## config.mk

```make
export PLATFORM = sky130hd
export DESIGN_NAME = pipe_stage_ctrl
export DESIGN_NICKNAME = d
export VERILOG_FILES = /design/src/rtl/pipe_pkg.sv /design/src/rtl/sat_counter.sv /design/src/rtl/pipe_stage_ctrl.sv
export SDC_FILE = /design/constraint.sdc
export NUM_CORES = 1
export LEC_CHECK = 0
export ABC_AREA = 0
export BUFFER_PORTS_ARGS = -buffer_cell sky130_fd_sc_hd__buf_2
export CELL_PAD_IN_SITES_DETAIL_PLACEMENT = 0
export CELL_PAD_IN_SITES_GLOBAL_PLACEMENT = 1
export CORE_MARGIN = 2
export CORE_UTILIZATION = 42
export CTS_CLUSTER_DIAMETER = 150
export DETAILED_ROUTE_END_ITERATION = 6
export GPL_ROUTABILITY_DRIVEN = 0
export GPL_TIMING_DRIVEN = 0
export HOLD_SLACK_MARGIN = 0.03
export PLACE_DENSITY = 0.91
export SYNTH_ARGS = -nofsm -noshare
export SYNTH_HDL_FRONTEND = slang
export SYNTH_SLANG_ARGS = --single-unit
```

## constraint.sdc

```tcl
create_clock -name i_clk -period 3.6 [get_ports i_clk]
set_input_delay 0 -clock i_clk [delete_from_list [all_inputs] [get_ports i_clk]]
set_output_delay 0 -clock i_clk [all_outputs]
set_load 0.03 [all_outputs]
```

## src/rtl/pipe_pkg.sv

```systemverilog
// Shared control-bundle types for the inter-stage pipeline registers.
// The bubble value encodes a harmless no-op control word.
package pipe_pkg;

    localparam int CTRL_W = 11;

    typedef struct packed {
        logic       rd_wren;
        logic       lsu_wren;
        logic       lsu_rden;
        logic       jal;
        logic       branch;
        logic       opb_sel;
        logic       alu_dec;
        logic [1:0] opa_sel;
        logic [1:0] wb_sel;
    } ctrl_bundle_t;

    localparam ctrl_bundle_t CTRL_BUBBLE = '0;

    function automatic logic [1:0] occ_of(input logic a, input logic b);
        return {a & b, a ^ b};
    endfunction

endpackage

```

## src/rtl/sat_counter.sv

```systemverilog
// Saturating event counter with synchronous active-low clear.
// Holds at all-ones once reached.
module sat_counter #(
    parameter int W = 16
) (
    input  logic         i_clk,
    input  logic         rst_n,
    input  logic         inc,
    output logic [W-1:0] cnt
);

    always_ff @(posedge i_clk) begin
        if (!rst_n) begin
            cnt <= '0;
        end else if (inc && !(&cnt)) begin
            cnt <= cnt + 1'b1;
        end
    end

endmodule

```

## src/rtl/pipe_stage_ctrl.sv

```systemverilog
// Control-bundle pipeline register with valid/ready, stall, flush,
// optional skid entry and saturating stall/flush event counters.
module pipe_stage_ctrl
    import pipe_pkg::*;
#(
    parameter int               WIDTH      = CTRL_W,
    parameter logic [WIDTH-1:0] BUBBLE_VAL = WIDTH'(CTRL_BUBBLE),
    parameter int               SKID       = 1,
    parameter int               CNT_W      = 16
) (
    input  logic             i_clk,
    input  logic             i_rst_n,
    input  logic             i_flush,
    input  logic             i_stall,
    input  logic             i_valid,
    output logic             o_ready,
    input  logic [WIDTH-1:0] i_data,
    output logic             o_valid,
    input  logic             i_ready,
    output logic [WIDTH-1:0] o_data,
    output logic [1:0]       o_occ,
    output logic [CNT_W-1:0] o_stall_cnt,
    output logic [CNT_W-1:0] o_flush_cnt
);

    logic             m_valid, m_valid_d;
    logic [WIDTH-1:0] m_data, m_data_d;
    logic             s_valid, s_valid_d;
    logic [WIDTH-1:0] s_data, s_data_d;
    logic             rdy_q;
    logic             drain;
    logic             acc;
    logic             stall_ev;
    logic             flush_ev;

    assign drain = m_valid & i_ready & ~i_stall;
    assign acc   = i_valid & o_ready;

    // Skid build registers ready so the upstream path sees a flop.
    assign o_ready = (SKID != 0) ? rdy_q
                   : (~m_valid | (i_ready & ~i_stall));

    assign o_valid = m_valid;
    assign o_data  = m_valid ? m_data : BUBBLE_VAL;
    assign o_occ   = occ_of(m_valid, s_valid);

    always_comb begin
        m_valid_d = m_valid;
        m_data_d  = m_data;
        s_valid_d = s_valid;
        s_data_d  = s_data;
        if (i_flush) begin
            m_valid_d = 1'b0;
            m_data_d  = BUBBLE_VAL;
            s_valid_d = 1'b0;
            s_data_d  = BUBBLE_VAL;
        end else if (SKID == 0) begin
            if (acc) begin
                m_valid_d = 1'b1;
                m_data_d  = i_data;
            end else if (drain) begin
                m_valid_d = 1'b0;
                m_data_d  = BUBBLE_VAL;
            end
        end else if (!m_valid || drain) begin
            // S is older than anything upstream, so it refills M first.
            if (s_valid) begin
                m_valid_d = 1'b1;
                m_data_d  = s_data;
                s_valid_d = 1'b0;
                s_data_d  = BUBBLE_VAL;
            end else if (acc) begin
                m_valid_d = 1'b1;
                m_data_d  = i_data;
            end else begin
                m_valid_d = 1'b0;
                m_data_d  = BUBBLE_VAL;
            end
        end else if (acc) begin
            s_valid_d = 1'b1;
            s_data_d  = i_data;
        end
    end

    always_ff @(posedge i_clk) begin
        if (!i_rst_n) begin
            m_valid <= 1'b0;
            m_data  <= BUBBLE_VAL;
            s_valid <= 1'b0;
            s_data  <= BUBBLE_VAL;
            rdy_q   <= 1'b1;
        end else begin
            m_valid <= m_valid_d;
            m_data  <= m_data_d;
            s_valid <= s_valid_d;
            s_data  <= s_data_d;
            rdy_q   <= ~s_valid_d;
        end
    end

    assign stall_ev = m_valid & ~drain;
    assign flush_ev = i_flush & (m_valid | s_valid);

    sat_counter #(.W(CNT_W)) u_stall_cnt (
        .i_clk (i_clk),
        .rst_n (i_rst_n),
        .inc   (stall_ev),
        .cnt   (o_stall_cnt)
    );

    sat_counter #(.W(CNT_W)) u_flush_cnt (
        .i_clk (i_clk),
        .rst_n (i_rst_n),
        .inc   (flush_ev),
        .cnt   (o_flush_cnt)
    );

endmodule

```

==> metrics.txt <==
Synth Area in Simple Gates=0.277; FP Rows=29; most instantiated cells after synthesis=57 x dfxtp_1, 38 x nand2_1, 21 x a21oi_1; mapped cell area=2680 sq um; Max FO, Critical Path=8; largest net degree at the start of global routing=11; Worst EP required=3.86 ns; clk_skew=0.00518 ns; Die Wd=83.9 um; Max Slew Vio Count=0; first-pass GRT wire length=11400 um; max-cap violations=0; grt ovf=0; largest family of logic cells by synthesized area=simple AND/OR/NAND/NOR gates; worst slew pin tran=0.797 ns; core area=6280 sq um; RSZ-0062 raised after global routing=no; Root Buffer=clkbuf_8; # setup viols final=0; initial drt markers=116; r2r setup slk=1.46 ns; CTS max path bufs=2; largest area contributor in the netlist=dfxtp_1; Hold Path Class=in2reg; post-synth top area share=0.426; DRC viols=0; vias in the first global route=2325; Worst VDD drop=0.209 mV; Overall Global Routing Usage=0.203; Critical Path Max Stage Delay=0.50 ns; outcome=finished, final reports clean; initial antenna violation count=0; WL final=6940 um; final hold violation count=0; post-synth cell types=40; Crit-path slowest cell=or4_1; area grow syn2layout=26.3%; hold path depth=3; Avg Synthesized Cell Area=8.70 sq um; H-tree depth=3; CTS tree=built; maximum clock rate=468 MHz; Post-Synth Adder-Cell Area=0.0187; dpl hpwl=4860 um; kind of end point of the critical path=flop; Synth Area in Compound Gates=0.224; PortBufs=63; later-pin clock latency in the skew report=0.33 ns; Seq cells post-synth=57; overall power=1.25 mW; start point of the critical path=u_stall_cnt.cnt[0]$_SDFFE_PN0P_; cell with the most instances after synthesis=dfxtp_1; First-pass DRT Iterations=4; Static Leak=1.34 nW; TritonCTS Buffers=9; Mapped Cells=308; mux share of post-synthesis cell area=0.0149; pwr dens=370 nW/um^2; CTS resizes=0; fin util=0.539; Reg-to-Reg Start=u_stall_cnt.cnt[0]$_SDFFE_PN0P_; Cell Chain, Critical Path=ha_1 > nand3_1 > or4_1 > buf_2 > or4_1 > a21oi_1; DIE HEIGHT=83.9 um; vias post-DR=2669; Ports=64; Rel. slew slack=0.464; Worst-path clk slew=0.07 ns; vias per inst=5.61; Starting Density=0.427; Synth Net Count=329; setup TNS=0 ns; Clock Sinks=57; synth warn=0; post-synthesis xor/xnor area fraction=0.00654; Crit Path Category=reg2reg; Post-synth EDFFs=0; remaining antenna violation count after routing=0; Die ar.=7040 sq um; Antenna Cells=0; type of origin of the critical path=flop; Hold Startpoint=i_flush; final net count=415; fin crit period=2.14 ns; Reg2Reg Depth=6; ratio of cells with drive above 1 in the final layout=0.211; asr flop ratio synth=0; WL/cell=14.6 um; Main synth FF type=dfxtp_1; Seq/Total Area, Yosys=0.426; final cycle utilization of the critical path=0.594; Area contributors post-synth=dfxtp_1 43%, nand2_1 5.3%, a32o_1 4.1%, a21oi_1 3.9%, a22o_1 3.6%; Crit path top cell by count=or4_1; CP arrival=2.40 ns
-- per-layer routing --
| layer | up-vias | track usage | share of wire |
|---|---|---|---|
| met5 | - | 0 | 0 |
| li1 | 1344 | - | - |
| met1 | 1265 | 0.281 | 0.49 |
| met4 | 0 | 0.0557 | 0.011 |
| met3 | 8 | 0.0643 | 0.040 |
| met2 | 52 | 0.306 | 0.46 |
-- path summary, 6_finish.rpt --
kind	end
worst min-delay path	o_valid$_SDFFE_PP0P_
worst max-delay path	u_stall_cnt.cnt[14]$_SDFFE_PN0P_
worst min register to register	s_data[2]$_SDFFE_PP0P_
worst max register to register	u_stall_cnt.cnt[14]$_SDFFE_PN0P_
-- layout by cell type (no fill, tap or decap), types with 4 or more instances in the layout --
cell type and count:
clkbuf_8 10, nand4_1 9, nor4_1 5, dlygate4sd3_1 12, dfxtp_1 57, and3_1 4
o21ai_0 18, a32o_1 11, o31ai_1 12, nor2_1 11, nand3_1 9, nor3_1 7
inv_1 6, and4_1 4, nand2b_1 8, and2_1 12, clkbuf_1 15, a22o_1 11
nand2_1 38, mux2i_1 4, a21oi_1 21, or4_1 11, ha_1 4, or3_1 5
buf_2 65
-- flip-flops by register name, summed over array words and instances, names as in the netlist --
| name | flops |
|---|---|
| s_valid | 1 |
| u_flush_cnt.cnt | 16 |
| m_data | 11 |
| s_data | 11 |
| o_ready | 1 |
| u_stall_cnt.cnt | 16 |
| o_valid | 1 |
-- stage by stage --
| step | area (sq um) | instances | setup WS (ns) | hold slack, ns |
|---|---|---|---|---|
| detailed placement | 3090 | 448 | 1.52 | 0.258 |
| global placement | 3090 | 448 | 1.52 | 0.254 |
| global route | 3380 | 476 | 1.26 | 0.127 |
| CTS | 3380 | 476 | 1.49 | 0.0940 |
| finish | 3380 | 476 | 1.46 | 0.105 |
| floorplan | 2680 | 308 | 1.45 | 0.146 |
-- cells by family (layout without fill, tap and decap cells) --
group                    Yosys count  after routing
AND/OR/NAND/NOR                  132            132
AO/OA/AOI/OAI                     86             86
flip-flops                        57             57
buffers and inverters             23            114
adder cells (fa/ha/maj)            4              4
multiplexers                       4              4
XOR/XNOR                           2              2
-- power by group --
part	leakage, nW	internal, mW	switching [mW]	total [mW]
clock network	0.0891	0.266	0.263	0.529
registers	0.460	0.637	0.00531	0.642
logic	0.790	0.0314	0.0501	0.0815
-- what timing repair did --
action / 4_1_cts / 5_1_grt
hold buffers: 12 / 0
endpoints found under the setup margin: 0 / 0
buffers inserted: 0 / 0
hold endpoints to repair: 17 / 0
-- critical path: cells and delay by family, from the launching register on --
family / cells / cell delay, ns
simple gates: 3 / 1.12
fa+ha+maj: 1 / 0.22
buf+inv: 1 / 0.18
flops: 1 / 0.39
compound gates: 1 / 0.14
-- layout make-up --
type	count	area, sq um
fillers	637	2890
multi-input cells	228	1450
flip-flops and latches	57	1140
repair buffers	75	435
clock buffers	11	141
well taps	77	96.3
plain buffers	16	62.6
clock inverters	5	31.3
inverters	7	26.3
Power figures use the tool's default switching activity.
